File: src/rtl/i3c_rx_pkg.sv
// Shared types and constants for the I3C SDR target receive front-end.
package i3c_rx_pkg;

  // Receive FSM states
  typedef enum logic [2:0] {
    IDLE = 3'd0,
    HDR  = 3'd1,
    ACK  = 3'd2,
    DATA = 3'd3,
    WAIT = 3'd4
  } rx_state_e;

  // Widest matched-slot index (NUM_ADDR up to 8 -> $clog2(8)+1 = 4 bits).
  localparam int IDX_MAX_W = 4;

  // One buffered receive entry
  typedef struct packed {
    logic [IDX_MAX_W-1:0] idx;
    logic [7:0]           data;
    logic                 perr;
  } rx_entry_t;

  // Reserved broadcast address; never a valid dynamic address.
  localparam logic [6:0] I3C_BCAST_ADDR = 7'h7E;
  // Data bits per private-write byte including the T-bit.
  localparam int         BITS_PER_DATA  = 9;

endpackage

File: src/rtl/i3c_rx_fifo.sv
// Synchronous FIFO of rx_entry_t. Pointers advance by +1 and wrap naturally
// because FIFO_DEPTH is a power of two. A push while full is dropped unless
// a pop happens in the same cycle, which frees the slot first.
module i3c_rx_fifo
  import i3c_rx_pkg::*;
#(
  parameter int FIFO_DEPTH = 8
) (
  input  logic      clk,
  input  logic      rst,
  input  logic      push_i,
  input  rx_entry_t push_data_i,
  input  logic      pop_i,
  output rx_entry_t head_o,
  output logic      full_o,
  output logic      empty_o,
  output logic      drop_o
);

  localparam int AW = (FIFO_DEPTH > 1) ? $clog2(FIFO_DEPTH) : 1;

  rx_entry_t         mem_q [FIFO_DEPTH];
  logic [AW-1:0]     wr_ptr_q, rd_ptr_q;
  logic [AW:0]       count_q;
  logic              do_push, do_pop;

  assign empty_o = (count_q == '0);
  assign full_o  = (count_q == (AW+1)'(FIFO_DEPTH));
  assign do_pop  = pop_i && !empty_o;
  assign do_push = push_i && (!full_o || do_pop);
  assign drop_o  = push_i && full_o && !do_pop;
  assign head_o  = mem_q[rd_ptr_q];

  // Storage array: written on accepted push, not reset (guarded by empty_o)
  always_ff @(posedge clk) begin
    if (do_push) mem_q[wr_ptr_q] <= push_data_i;
  end

  // Pointers and occupancy count
  always_ff @(posedge clk) begin
    if (rst) begin
      wr_ptr_q <= '0;
      rd_ptr_q <= '0;
      count_q  <= '0;
    end else begin
      if (do_push) wr_ptr_q <= wr_ptr_q + 1'b1;
      if (do_pop)  rd_ptr_q <= rd_ptr_q + 1'b1;
      case ({do_push, do_pop})
        2'b10:   count_q <= count_q + 1'b1;
        2'b01:   count_q <= count_q - 1'b1;
        default: count_q <= count_q;
      endcase
    end
  end

endmodule

File: src/rtl/i3c_sdr_target_rx.sv
// Multi-address I3C SDR target receive front-end. Oversamples SCL/SDA,
// decodes START/Sr/STOP, ACKs private writes to any enabled dynamic
// address and buffers received bytes in a FIFO behind a valid/ready stream.
// Optional feature macro: I3C_RX_PARITY_CHECK_EN (T-bit odd-parity check).
//
// Stream handshake: m_valid_o stays high while the FIFO holds an entry and
// the head fields are stable; an entry is consumed in every cycle where
// m_valid_o && m_ready_i, and the next entry (if any) appears next cycle.
module i3c_sdr_target_rx
  import i3c_rx_pkg::*;
#(
  parameter int NUM_ADDR   = 2,
  parameter int FIFO_DEPTH = 8,
  parameter int IDX_W      = $clog2(NUM_ADDR) + 1
) (
  input  logic                  clk,
  input  logic                  rst,
  input  logic                  scl_i,
  input  logic                  sda_i,
  output logic                  sda_oe_o,
  input  logic [7*NUM_ADDR-1:0] dyn_addr_i,
  input  logic [NUM_ADDR-1:0]   addr_en_i,
  output logic                  m_valid_o,
  input  logic                  m_ready_i,
  output logic [7:0]            m_data_o,
  output logic [IDX_W-1:0]      m_idx_o,
  output logic                  m_perr_o,
  output logic                  frame_end_o,
  output logic                  ovf_o,
  input  logic                  ovf_clr_i,
  output rx_state_e             dbg_state_o
);

  localparam logic [3:0] LAST_HDR_BIT  = 4'd7;
  localparam logic [3:0] LAST_DATA_BIT = 4'(BITS_PER_DATA - 1);

  logic [1:0] scl_sync_q, sda_sync_q;
  logic       scl_prev_q, sda_prev_q;
  logic       scl_s, sda_s;
  logic       scl_rise, scl_fall, start_ev, stop_ev;

  rx_state_e              state_q;
  logic [3:0]             bit_cnt_q;
  logic [7:0]             shreg_q;
  logic [IDX_MAX_W-1:0]   match_idx_q;
  logic                   sda_oe_q;
  logic                   frame_end_q;
  logic                   ovf_q;

  logic                   hdr_hit;
  logic [IDX_MAX_W-1:0]   hit_idx;
  logic                   push;
  logic                   push_perr;
  rx_entry_t              push_entry, head;
  logic                   fifo_full, fifo_empty, fifo_drop;
  logic                   unused_head_bits;

  // Two-flop synchronizers plus previous-value registers; idle bus is high
  always_ff @(posedge clk) begin
    if (rst) begin
      scl_sync_q <= 2'b11;
      sda_sync_q <= 2'b11;
      scl_prev_q <= 1'b1;
      sda_prev_q <= 1'b1;
    end else begin
      scl_sync_q <= {scl_sync_q[0], scl_i};
      sda_sync_q <= {sda_sync_q[0], sda_i};
      scl_prev_q <= scl_sync_q[1];
      sda_prev_q <= sda_sync_q[1];
    end
  end

  assign scl_s    = scl_sync_q[1];
  assign sda_s    = sda_sync_q[1];
  assign scl_rise =  scl_s && !scl_prev_q;
  assign scl_fall = !scl_s &&  scl_prev_q;
  // SDA edges only count as bus conditions while SCL is steadily high
  assign start_ev = scl_s && scl_prev_q &&  sda_prev_q && !sda_s;
  assign stop_ev  = scl_s && scl_prev_q && !sda_prev_q &&  sda_s;

  // Header match: write only, lowest enabled matching slot wins
  always_comb begin
    hdr_hit = 1'b0;
    hit_idx = '0;
    for (int k = NUM_ADDR - 1; k >= 0; k--) begin
      if (addr_en_i[k] && (dyn_addr_i[7*k +: 7] == shreg_q[6:0]) &&
          (shreg_q[6:0] != I3C_BCAST_ADDR)) begin
        hdr_hit = 1'b1;
        hit_idx = IDX_MAX_W'(k);
      end
    end
    if (sda_s) hdr_hit = 1'b0;
  end

  // Receive FSM with registered ACK drive and frame-end pulse
  always_ff @(posedge clk) begin
    if (rst) begin
      state_q     <= IDLE;
      bit_cnt_q   <= '0;
      shreg_q     <= '0;
      match_idx_q <= '0;
      sda_oe_q    <= 1'b0;
      frame_end_q <= 1'b0;
    end else begin
      frame_end_q <= 1'b0;
      if (stop_ev) begin
        frame_end_q <= (state_q == DATA);
        state_q     <= IDLE;
        sda_oe_q    <= 1'b0;
        bit_cnt_q   <= '0;
      end else if (start_ev) begin
        // START from IDLE or Sr from anywhere else; partial bytes are lost
        frame_end_q <= (state_q == DATA);
        state_q     <= HDR;
        sda_oe_q    <= 1'b0;
        bit_cnt_q   <= '0;
      end else begin
        case (state_q)
          HDR: begin
            if (scl_rise) begin
              shreg_q <= {shreg_q[6:0], sda_s};
              if (bit_cnt_q == LAST_HDR_BIT) begin
                bit_cnt_q <= '0;
                if (hdr_hit) begin
                  state_q     <= ACK;
                  match_idx_q <= hit_idx;
                end else begin
                  state_q <= WAIT;
                end
              end else begin
                bit_cnt_q <= bit_cnt_q + 1'b1;
              end
            end
          end
          ACK: begin
            // First fall (after RnW) starts the ACK, second fall ends it
            if (scl_fall) begin
              if (!sda_oe_q) begin
                sda_oe_q <= 1'b1;
              end else begin
                sda_oe_q  <= 1'b0;
                state_q   <= DATA;
                bit_cnt_q <= '0;
              end
            end
          end
          DATA: begin
            if (scl_rise) begin
              shreg_q <= {shreg_q[6:0], sda_s};
              if (bit_cnt_q == LAST_DATA_BIT) bit_cnt_q <= '0;
              else                            bit_cnt_q <= bit_cnt_q + 1'b1;
            end
          end
          default: ;
        endcase
      end
    end
  end

  // On the T-bit rise the 8 data bits are in shreg_q and the T-bit is on sda_s
  assign push = (state_q == DATA) && scl_rise && (bit_cnt_q == LAST_DATA_BIT);

`ifdef I3C_RX_PARITY_CHECK_EN
  assign push_perr = ~(^{shreg_q, sda_s});
`else
  assign push_perr = 1'b0;
`endif

  assign push_entry = '{idx: match_idx_q, data: shreg_q, perr: push_perr};

  i3c_rx_fifo #(
    .FIFO_DEPTH (FIFO_DEPTH)
  ) u_fifo (
    .clk         (clk),
    .rst         (rst),
    .push_i      (push),
    .push_data_i (push_entry),
    .pop_i       (m_valid_o && m_ready_i),
    .head_o      (head),
    .full_o      (fifo_full),
    .empty_o     (fifo_empty),
    .drop_o      (fifo_drop)
  );

  // Sticky overflow: a drop in the same cycle as a clear keeps the flag set
  always_ff @(posedge clk) begin
    if (rst)            ovf_q <= 1'b0;
    else if (fifo_drop) ovf_q <= 1'b1;
    else if (ovf_clr_i) ovf_q <= 1'b0;
  end

  assign sda_oe_o    = sda_oe_q;
  assign frame_end_o = frame_end_q;
  assign ovf_o       = ovf_q;
  assign dbg_state_o = state_q;
  assign m_valid_o   = !fifo_empty;
  assign m_data_o    = fifo_empty ? 8'h00 : head.data;
  assign m_idx_o     = fifo_empty ? '0 : head.idx[IDX_W-1:0];
`ifdef I3C_RX_PARITY_CHECK_EN
  assign m_perr_o    = fifo_empty ? 1'b0 : head.perr;
`else
  assign m_perr_o    = 1'b0;
`endif
  assign unused_head_bits = ^{head.idx, head.perr, fifo_full};

endmodule

File: config.mk
export PLATFORM = sky130hd
export DESIGN_NAME = i3c_sdr_target_rx
export DESIGN_NICKNAME = d
export VERILOG_FILES = /design/src/rtl/i3c_rx_pkg.sv /design/src/rtl/i3c_rx_fifo.sv /design/src/rtl/i3c_sdr_target_rx.sv
export SDC_FILE = /design/constraint.sdc
export NUM_CORES = 1
export LEC_CHECK = 0
export ABC_AREA = 1
export CORE_AREA = 4 4 137 113
export DETAILED_ROUTE_END_ITERATION = 12
export DIE_AREA = 0 0 141 117
export PLACE_DENSITY_LB_ADDON = 0.08
export RECOVER_POWER = 25
export SYNTH_ARGS = -nofsm -noshare
export SYNTH_HDL_FRONTEND = slang
export SYNTH_SLANG_ARGS = --single-unit
File: constraint.sdc
create_clock -name clk -period 2.65 [get_ports clk]
set_input_delay 0.3975 -clock clk [delete_from_list [all_inputs] [get_ports clk]]
set_output_delay 0.3975 -clock clk [all_outputs]
set_load 0.05 [all_outputs]
==> metrics.csv <==
metric,value,unit
antenna_found_initial,0,
yosysWarnings,0,
cts_setup_buffers,0,
grt_overflow,0,
worst_slew_pin_slew,0.551,ns
die_y,117,um
fin_crit,2.45,ns
synth.ff_latch_count,110,
cp.arrival,2.06,ns
end_kind,output port,
wl_per_cell,15.0,um
place_area,5510,sq um
hold_buffers,0,
via_per_inst,4.68,
grt_pass1_vias,3400,
yosysSeqAreaShare,0.603,
final_area,5820,sq um
drtIter0Drc,131,
cts_buffers,9,
num-fill-cells,1374,
final_util,0.414,
setup_tns,0,ns
dpl.hpwl,7.73,mm
place_congestion,0.806,
start_kind,flop,
synthCells,499,
ctsLongestPathBuffers,2,
path_clk_slew,0.07,ns
grt_pass1_wl,17.9,mm
vias,3466,
track_usage,0.141,
htree_levels,3,
cts_tree,yes,
worst-path-max-fanout,9,
report.final.slew_viol_count,0,
row_count,39,
status,finished clean,
nets,580,
die_area,16500,sq um
hold_path.class,flop to flop,
wl,11.1,mm
syn_to_final_growth,20.0,%
maxCapViolCount,0,
crit_chain,buf_4 > o21ai_0 > o22ai_1 > o21ai_0 > a31oi_1 > buf_4,
antenna_cells,0,
io_buffers,37,
ir_drop,0.674,mV
grt_max_degree,37,
die_w,141,um
synthDistinctLibCells,36,
fin_skew,0.00791,ns
clock-sinks,110,
setup_violations,0,
cp_data_required_time,2.25,ns
p_leak,2.19,nW
start_util,0.345,
critPathSlowestCell,dfxtp_1,
ctsResizeCount,0,
critPathMaxStageDelay,0.59,ns
crit_type,flop to output port,
ios,40,
dr.pass1.iters,4,
layout-drive-gt1-share,0.128,
p_per_area,863,nW/um^2
postRouteAntennaNets,0,
p_total,5.02,mW
clk_latency,0.35,ns
rsz0062_at_grt,false,
synth_area_per_cell,9.72,sq um
hold_violations,0,
fmax,0.408,GHz
syn_area,4850,sq um
period_share,0.926,
root_buffer,clkbuf_16,
slew_headroom,0.632,
core_region_area,14100,sq um
drc_errors,0,
final cells by class:
cell class	count	area, sq um	share of cell area
Sequential cell	110	2920	0.502
Multi-Input combinational cell	318	1650	0.283
Timing Repair Buffer	58	498	0.0856
Tap cell	184	230	0.0396
Clock buffer	9	225	0.0387
Inverter	54	203	0.0348
Clock inverter	7	93.8	0.0161
worst max-delay path, delay by kind of cell, from the launching register on:
kind            cells  cell delay [ns]
buf+inv             2             0.49
compound gates      4             0.63
flops               1             0.59
report_power, final:
group          internal [mW]  switching, mW
Sequential              1.86         0.0712
Combinational          0.553           1.08
Clock                  0.831          0.622
Total                   3.25           1.77
stage by stage:
step / hold WS [ns] / worst slack (ns) / std cells
global route: 0.425 / 0.0290 / 740
global placement: 0.392 / 0.392 / 724
floorplan: 0.389 / 0.142 / 500
detailed placement: 0.397 / 0.348 / 724
finish: 0.411 / 0.197 / 740
CTS: 0.415 / 0.122 / 740
placed cells by master (no fill, tap or decap), drive strengths merged, types with 3 or more instances in the layout:
master,n
nand3,13
edfxtp,72
or2,6
buf,28
inv,56
dfxtp,38
nand2,64
and3,3
a21oi,25
clkbuf,11
nor2,88
o21ai,65
ha,6
clkdlybuf4s50,28
nor3,17
o22ai,11
a31oi,9
routing by layer:
layer | wire length [um] | share of wire | global-route usage
met1 | 5530 | 0.50 | 0.190
met2 | 5080 | 0.46 | 0.227
met3 | 389 | 0.035 | 0.0386
met4 | 128 | 0.012 | 0.0407
met5 | 0 | 0 | 0
final timing paths:
| check | from | endpoint | slack, ns | depth (start not counted) |
|---|---|---|---|---|
| worst max-delay path | flop | m_data_o[1] | 0.20 | 6 |
| worst min-delay path | scl_sync_q[0]$_SDFF_PP1_ | scl_sync_q[1]$_SDFF_PP1_ | 0.41 | 1 |
| worst max register to register | bit_cnt_q[0]$_SDFFE_PP0P_ | u_fifo.count_q[3]$_SDFFE_PP0P_ | 0.47 | 14 |
| worst min register to register | scl_sync_q[0]$_SDFF_PP1_ | scl_sync_q[1]$_SDFF_PP1_ | 0.41 | 1 |
synthesized netlist by cell type:
library cell | instances | area, sq um
inv_1 | 49 | 184
inv_2 | 5 | 18.8
fa_1 | 1 | 20.0
nand2_1 | 60 | 225
nand3_2 | 1 | 10.0
o22ai_1 | 11 | 68.8
and3_1 | 3 | 18.8
a21oi_2 | 2 | 17.5
nand2_4 | 3 | 33.8
o21ai_0 | 62 | 310
nor3_4 | 1 | 16.3
a21boi_0 | 2 | 15.0
nor3_2 | 2 | 20.0
xnor2_1 | 2 | 17.5
buf_2 | 5 | 25.0
nor2_8 | 2 | 40.0
a21oi_1 | 23 | 115
a211oi_1 | 1 | 7.51
nand4_1 | 1 | 6.26
o21ai_1 | 3 | 15.0
ha_1 | 6 | 75.1
nor2_4 | 3 | 33.8
nand3_1 | 11 | 55.1
nand2_2 | 1 | 6.26
dfxtp_1 | 38 | 761
nor2_1 | 82 | 308
a31oi_1 | 9 | 56.3
nor2_2 | 1 | 6.26
or2_2 | 6 | 37.5
buf_4 | 2 | 15.0
clkbuf_1 | 11 | 41.3
xor2_1 | 2 | 17.5
conb_1 | 1 | 3.75
nor3_1 | 14 | 70.1
nand3_4 | 1 | 17.5
edfxtp_1 | 72 | 2160
sequential cells by signal, summed over array words and instances, names as in the netlist, named ones only:
signal and flops:
bit_cnt_q 4, dbg_state_o 3, frame_end_o 1, match_idx_q 1
ovf_o 1, scl_prev_q 1, scl_sync_q 2, sda_oe_o 1
sda_prev_q 1, sda_sync_q 2, shreg_q 8, u_fifo.count_q 4
u_fifo.mem_q 72, u_fifo.rd_ptr_q 3, u_fifo.wr_ptr_q 3
cells by family (layout without fill, tap and decap cells):
family | count (synthesis) | after routing | share of synthesized area
adder cells (fa/ha/maj) | 7 | 7 | 0.0196
XOR/XNOR | 4 | 4 | 0.00722
AND/OR/NAND/NOR | 192 | 192 | 0.186
buffers and inverters | 72 | 128 | 0.0585
flip-flops | 110 | 110 | 0.603
other | 1 | 2 | 0.000773
AO/OA/AOI/OAI | 113 | 113 | 0.125
Note: power is estimated with default switching activity, not from simulation.
